<file path="config.mk">
export PLATFORM = sky130hd
export DESIGN_NAME = seg7_scan_driver
export DESIGN_NICKNAME = d
export VERILOG_FILES = /design/src/rtl/seg7_pkg.sv /design/src/rtl/seg7_decode.sv /design/src/rtl/seg7_scan_driver.sv
export SDC_FILE = /design/constraint.sdc
export NUM_CORES = 1
export LEC_CHECK = 0
export ABC_AREA = 1
export CORE_MARGIN = 10
export CORE_UTILIZATION = 35
export CTS_BUF_LIST = sky130_fd_sc_hd__clkbuf_8
export DETAILED_ROUTE_END_ITERATION = 10
export HOLD_SLACK_MARGIN = 0.05
export SYNTH_ARGS = -nofsm -noshare
export SYNTH_HDL_FRONTEND = slang
export SYNTH_SLANG_ARGS = --single-unit
export TNS_END_PERCENT = 20
</file>
<file path="constraint.sdc">
create_clock -name clk -period 2.4 [get_ports clk]
set_clock_uncertainty 0.1 [all_clocks]
set_input_delay 0.24 -clock clk [delete_from_list [all_inputs] [get_ports clk]]
set_output_delay 0.24 -clock clk [all_outputs]
set_load 0.05 [all_outputs]
</file>
<file path="src/rtl/seg7_pkg.sv">
// Shared definitions for the two-digit seven-segment scan driver:
// scan states, active-high segment patterns and digit-enable codes.
package seg7_pkg;

  typedef enum logic [1:0] {
    S_ONES  = 2'd0,
    S_GAP_A = 2'd1,
    S_TENS  = 2'd2,
    S_GAP_B = 2'd3
  } state_e;

  // Segment patterns, bit order {g,f,e,d,c,b,a}, 1 = segment lit
  localparam logic [6:0] SEG_0    = 7'b0111111;
  localparam logic [6:0] SEG_1    = 7'b0000110;
  localparam logic [6:0] SEG_2    = 7'b1011011;
  localparam logic [6:0] SEG_3    = 7'b1001111;
  localparam logic [6:0] SEG_4    = 7'b1100110;
  localparam logic [6:0] SEG_5    = 7'b1101101;
  localparam logic [6:0] SEG_6    = 7'b1111101;
  localparam logic [6:0] SEG_7    = 7'b0000111;
  localparam logic [6:0] SEG_8    = 7'b1111111;
  localparam logic [6:0] SEG_9    = 7'b1101111;
  localparam logic [6:0] SEG_DASH = 7'b1000000;
  localparam logic [6:0] SEG_OFF  = 7'b0000000;

  // Active-low digit enables: an[0] drives the ones digit, an[1] the tens digit
  localparam logic [1:0] DIG_ONES = 2'b10;
  localparam logic [1:0] DIG_TENS = 2'b01;
  localparam logic [1:0] DIG_NONE = 2'b11;

endpackage

</file>
<file path="src/rtl/seg7_decode.sv">
// BCD code to active-high seven-segment pattern. Non-BCD codes show a dash.
module seg7_decode
  import seg7_pkg::*;
(
  input  logic [3:0] code_i,
  output logic [6:0] seg_o
);

  // Pure lookup; anything outside 0-9 falls through to the dash
  always_comb begin
    seg_o = SEG_DASH;
    case (code_i)
      4'd0:    seg_o = SEG_0;
      4'd1:    seg_o = SEG_1;
      4'd2:    seg_o = SEG_2;
      4'd3:    seg_o = SEG_3;
      4'd4:    seg_o = SEG_4;
      4'd5:    seg_o = SEG_5;
      4'd6:    seg_o = SEG_6;
      4'd7:    seg_o = SEG_7;
      4'd8:    seg_o = SEG_8;
      4'd9:    seg_o = SEG_9;
      default: seg_o = SEG_DASH;
    endcase
  end

endmodule

</file>
<file path="src/rtl/seg7_scan_driver.sv">
// Two-digit multiplexed seven-segment driver.
//
//   state   | meaning
//   --------+-----------------------------------------------
//   S_ONES  | ones digit lit for CLK_DIV cycles
//   S_GAP_A | all digits off for GAP_CYCLES cycles
//   S_TENS  | tens digit lit (or blanked if leading zero)
//   S_GAP_B | all digits off; last cycle ends the frame
//
// Outputs are registered from the next-state view so seg/an change on
// the very edge that moves the FSM. The active register is refreshed
// from the capture register on the edge that opens each lit slot, so a
// load on that same edge only shows from the following lit slot.
module seg7_scan_driver
  import seg7_pkg::*;
#(
  parameter int unsigned CLK_DIV        = 50000,
  parameter int unsigned GAP_CYCLES     = 16,
  parameter int unsigned LZ_BLANK       = 1,
  parameter int unsigned SEG_ACTIVE_LOW = 1
) (
  input  logic       clk,
  input  logic       rst_n,
  input  logic [3:0] tens_bcd,
  input  logic [3:0] ones_bcd,
  input  logic       load,
  output logic [6:0] seg,
  output logic [1:0] an,
  output logic       frame_done
);

  localparam int unsigned SLOT_MAX = (CLK_DIV > GAP_CYCLES) ? CLK_DIV : GAP_CYCLES;
  localparam int unsigned CNT_W    = $clog2(SLOT_MAX + 1);
  localparam bit          GAP_EN   = (GAP_CYCLES != 0);
  localparam logic [CNT_W-1:0] ON_LAST  = CNT_W'(CLK_DIV - 1);
  // With no gap, S_GAP_B is only visited once after reset and lasts one cycle
  localparam logic [CNT_W-1:0] GAP_LAST = GAP_EN ? CNT_W'(GAP_CYCLES - 1) : '0;
  localparam logic [6:0] SEG_OFF_OUT = (SEG_ACTIVE_LOW != 0) ? ~SEG_OFF : SEG_OFF;

  state_e           state_q, state_d;
  logic [CNT_W-1:0] cnt_q, cnt_d;
  logic             slot_end;
  logic [3:0]       cap_tens_q, cap_ones_q;
  logic [3:0]       act_tens_q, act_tens_d;
  logic [3:0]       act_ones_q, act_ones_d;
  logic [6:0]       seg_q, seg_d;
  logic [1:0]       an_q, an_d;
  logic             frame_q, frame_d;
  logic [3:0]       code_sel;
  logic [6:0]       pat;
  logic [6:0]       pat_on;

  seg7_decode u_decode (
    .code_i (code_sel),
    .seg_o  (pat)
  );

  // FSM state and slot counter
  always_ff @(posedge clk) begin
    if (!rst_n) begin
      state_q <= S_GAP_B;
      cnt_q   <= '0;
    end else begin
      state_q <= state_d;
      cnt_q   <= cnt_d;
    end
  end

  // Next state: each slot ends when the counter hits its last index
  always_comb begin
    state_d  = state_q;
    slot_end = 1'b0;
    case (state_q)
      S_ONES: if (cnt_q == ON_LAST) begin
        slot_end = 1'b1;
        state_d  = GAP_EN ? S_GAP_A : S_TENS;
      end
      S_GAP_A: if (cnt_q == GAP_LAST) begin
        slot_end = 1'b1;
        state_d  = S_TENS;
      end
      S_TENS: if (cnt_q == ON_LAST) begin
        slot_end = 1'b1;
        state_d  = GAP_EN ? S_GAP_B : S_ONES;
      end
      S_GAP_B: if (cnt_q == GAP_LAST) begin
        slot_end = 1'b1;
        state_d  = S_ONES;
      end
      default: begin
        slot_end = 1'b1;
        state_d  = S_GAP_B;
      end
    endcase
    cnt_d = slot_end ? '0 : cnt_q + CNT_W'(1);
  end

  // Active digits and registered display outputs for the upcoming cycle
  always_comb begin
    act_tens_d = act_tens_q;
    act_ones_d = act_ones_q;
    if (slot_end && (state_d == S_ONES || state_d == S_TENS)) begin
      act_tens_d = cap_tens_q;
      act_ones_d = cap_ones_q;
    end
    code_sel = (state_d == S_TENS) ? act_tens_d : act_ones_d;
    an_d     = DIG_NONE;
    pat_on   = SEG_OFF;
    case (state_d)
      S_ONES: begin
        an_d   = DIG_ONES;
        pat_on = pat;
      end
      S_TENS: if (!((LZ_BLANK != 0) && (act_tens_d == 4'd0))) begin
        an_d   = DIG_TENS;
        pat_on = pat;
      end
      default: begin
        an_d   = DIG_NONE;
        pat_on = SEG_OFF;
      end
    endcase
    seg_d   = (SEG_ACTIVE_LOW != 0) ? ~pat_on : pat_on;
    frame_d = GAP_EN ? ((state_d == S_GAP_B) && (cnt_d == GAP_LAST))
                     : ((state_d == S_TENS)  && (cnt_d == ON_LAST));
  end

  // Capture register follows load; reset clears it and masks load
  always_ff @(posedge clk) begin
    if (!rst_n) begin
      cap_tens_q <= 4'd0;
      cap_ones_q <= 4'd0;
    end else if (load) begin
      cap_tens_q <= tens_bcd;
      cap_ones_q <= ones_bcd;
    end
  end

  // Active register and output registers
  always_ff @(posedge clk) begin
    if (!rst_n) begin
      act_tens_q <= 4'd0;
      act_ones_q <= 4'd0;
      seg_q      <= SEG_OFF_OUT;
      an_q       <= DIG_NONE;
      frame_q    <= 1'b0;
    end else begin
      act_tens_q <= act_tens_d;
      act_ones_q <= act_ones_d;
      seg_q      <= seg_d;
      an_q       <= an_d;
      frame_q    <= frame_d;
    end
  end

  assign seg        = seg_q;
  assign an         = an_q;
  assign frame_done = frame_q;

endmodule

</file>
==> results.sh <==
export IMPL_status="finished clean"
export IMPL_grt_pass1_wl_microns=8135
export IMPL_power_mw=1.295
export IMPL_synth_top_family_by_area="simple AND/OR/NAND/NOR gates"
export IMPL_wl_per_cell_microns=11.22
export IMPL_finalWorstSetupSlack_ps=171.2
export IMPL_routabilityCongestion=0.8403
export IMPL_start_util_pct=36.21
export IMPL_cp_required_ps=2500
export IMPL_cts_path_max_buffers=2
export IMPL_grt_usage_pct=9.512
export IMPL_cts_root_buf="clkbuf_8"
export IMPL_yosysWarnings=0
export IMPL_grt_max_degree=18
export IMPL_endpoint="seg[3]"
export IMPL_hp_class="register to register"
export IMPL_place_area_sq_um=2609
export IMPL_worstPathArrival_ps=2330
export IMPL_route_antenna_remaining_nets=0
export IMPL_whs_ps=336.8
export IMPL_tightest_slew_ps=497.0
export IMPL_port_buffers=20
export IMPL_pre_cts_slack_ps=8.542
export IMPL_layoutNonFillerInstCount=411
export IMPL_synth_cell_types=29
export IMPL_cts_htree_levels=2
export IMPL_finalInstanceArea_sq_um=2750
export IMPL_nNetsFinal=350
export IMPL_firstDrtPassIters=4
export IMPL_antenna_found_initial=0
export IMPL_startpoint="cnt_q[12]"
export IMPL_std_cell_rows=29
export IMPL_die_h_microns=101.3
export IMPL_grt_overflow=0
export IMPL_utilization_pct=43.06
export IMPL_finalSetupViolCount=0
export IMPL_syn_nets=322
export IMPL_r2r_start="cnt_q[12]"
export IMPL_clock_latency_ps=300
export IMPL_synth_compound_area_share_pct=4.437
export IMPL_maxSlewViolCount=0
export IMPL_synth_area_sq_um=2312
export IMPL_drv_cap=0
export IMPL_r2r_setup_slack_ps=170
export IMPL_seq_area_frac_synth_pct=38.10
export IMPL_synth_simple_gate_area_share_pct=42.10
export IMPL_rsz0062_at_grt="false"
export IMPL_dieWidth_microns=101.3
export IMPL_critPathMaxFanout=9
export IMPL_worstRegToRegCells=14
export IMPL_area_growth_synth_to_final_pct=18.94
export IMPL_dp_hpwl_microns=3584
export IMPL_grt_pass1_vias=1788
export IMPL_power_density_nw_per_um2=470.7
export IMPL_ctsHoldBuffers=0
export IMPL_drtIter0Drc=79
export IMPL_fmax_mhz=448.7
export IMPL_synthTopCellsByArea="dfxtp_1 (38%), nand2_1 (8.3%), nor2_1 (7.5%), nand3_1 (5.4%), inv_1 (4.9%)"
export IMPL_synth_seq_cells=44
export IMPL_routed_wl_microns=4610
export IMPL_multi_input_area_sq_um=1274
export IMPL_fin_crit_ps=2229
export IMPL_synth_xor_area_share_pct=4.167
export IMPL_r2r_end="seg[3]"
export IMPL_regArea_sq_um=882.1
export IMPL_fin_tns_setup_ps=0
export IMPL_die_area_sq_um=10260
export IMPL_place_inst=401
export IMPL_diodes=0
export IMPL_leakage_nw=1.225
export IMPL_cts_tree="built"
export IMPL_pin_count=21
export IMPL_synthAdderAreaFrac_pct=3.247
export IMPL_drive_gt1_share_pct=19.76
export IMPL_yosys_area_top_type="dfxtp_1"
export IMPL_min_period_over_period_pct=92.86
export IMPL_worstSetupPathType="register to register"
export IMPL_clkSinkCount=44
export IMPL_avgSynthCellArea_sq_um=7.581
export IMPL_cts_inserted_buffers=5
export IMPL_netlist_area_leader_share_pct=38.10
export IMPL_coreArea_sq_um=6386
export IMPL_endpoint_kind="register"
export IMPL_max_slew_margin_pct=66.77
export IMPL_synth_area_mux_share_pct=0
export IMPL_synthCells=305
export IMPL_vias_per_cell=4.535
export IMPL_peakVddDrop_uv=236.2
export IMPL_final_hold_viol_count=0
export IMPL_path_clk_slew_ps=90
export IMPL_fillCellCount=641
export IMPL_dr_total_vias=1864
export IMPL_crit_path_start_kind="register"
export IMPL_drc=0
[area by class of cell]
cell class / count / area share [%]
clock buffers: 6 / 3.003
clock inverters: 2 / 0.4095
inverters: 41 / 5.778
multi-input cells: 215 / 46.31
flip-flops and latches: 44 / 32.07
well taps: 77 / 3.503
repair buffers: 26 / 8.917
[what timing repair did]
| action | in CTS | in global routing |
|---|---|---|
| setup buffers | 0 | 2 |
| endpoints found under the setup margin | 0 | 7 |
| resized for setup | 0 | 9 |
[kinds of logic after synthesis]
group | Yosys count
and+or+nand+nor | 179
buffers and inverters | 46
DFF | 44
AOI/OAI and AO/OA | 19
xor gates and xnor gates | 11
adders and majority gates | 6
[worst min path at each step]
stage / startpoint / endpoint / cells past startpoint
CTS: act_ones_q[0] / act_ones_q[0] / 2
global route: cnt_q[0] / cnt_q[0] / 1
floorplan: ones_bcd[0] / cap_ones_q[0] / 2
global placement: cnt_q[0] / cnt_q[0] / 1
finish: cnt_q[0] / cnt_q[0] / 1
detailed placement: cnt_q[0] / cnt_q[0] / 1
[power by group]
part | switching [mW] | internal, mW | total (mW) | leakage [nW]
clock | 0.256 | 0.230 | 0.486 | 0.0486
combinational | 0.0297 | 0.0279 | 0.0576 | 0.819
sequential | 0.00794 | 0.743 | 0.751 | 0.358
[per-layer routing]
layer  vias up  share of wire (%)  track usage, %
met5         -                  0               0
met4         0                1.8           4.180
met3         5                6.2           2.995
met2        33                 40           14.01
met1       805                 51           12.42
li1       1021                  -               -
[critical path: stages (launching register included)]
cell and delay [ps]:
dfxtp_1 370, nor2_4 160, nand2_2 100, nor2_8 180, nand3_4 130, nand2_2 100, nand2_4 90, nand2_4 110
nand2_1 70, o21ai_2 60, inv_1 90, ha_1 290, nand3_1 110, nand3_1 100, nand3_2 50
[registers in the layout (all words and copies together), names as in the netlist]
register	flops
cnt_q	16
seg	7
act_ones_q	4
act_tens_q	4
cap_ones_q	4
cap_tens_q	4
an	2
state_q	2
frame_done	1
[synthesized netlist by cell type]
master	count
nor2_8	2
a21oi_1	6
xnor2_1	2
nor2_1	46
nand4_2	1
nand3_4	2
xor2_1	9
nand4_1	11
nor3_1	3
o21ai_1	1
inv_1	30
nand2_1	51
o21ai_0	10
clkbuf_1	3
clkinv_1	1
nand3_2	8
dfxtp_1	44
nand3_1	25
nor2_4	2
nand2_4	6
o21ai_2	2
buf_6	1
or2_1	1
buf_4	1
ha_1	6
nand3b_1	4
nor2_2	7
nand2_2	10
inv_2	10
[cell usage in the layout (no fill, tap or decap)]
cell / n
a21oi_1: 6
buf_4: 6
clkbuf_8: 6
clkdlybuf4s50_1: 20
clkinv_1: 1
clkinv_4: 1
clkinvlp_4: 1
dfxtp_1: 43
dfxtp_2: 1
ha_1: 5
ha_2: 1
inv_1: 31
inv_2: 9
nand2_1: 51
nand2_2: 9
nand2_4: 7
nand3_1: 25
nand3_2: 7
nand3_4: 3
nand3b_1: 4
nand4_1: 11
nand4_2: 1
nor2_1: 46
nor2_2: 7
nor2_4: 2
nor2_8: 2
nor3_1: 2
nor3_4: 1
o21ai_0: 10
o21ai_1: 1
o21ai_2: 2
or2_1: 1
xnor2_1: 2
xor2_1: 9
Note: power is estimated with default switching activity, not from simulation.
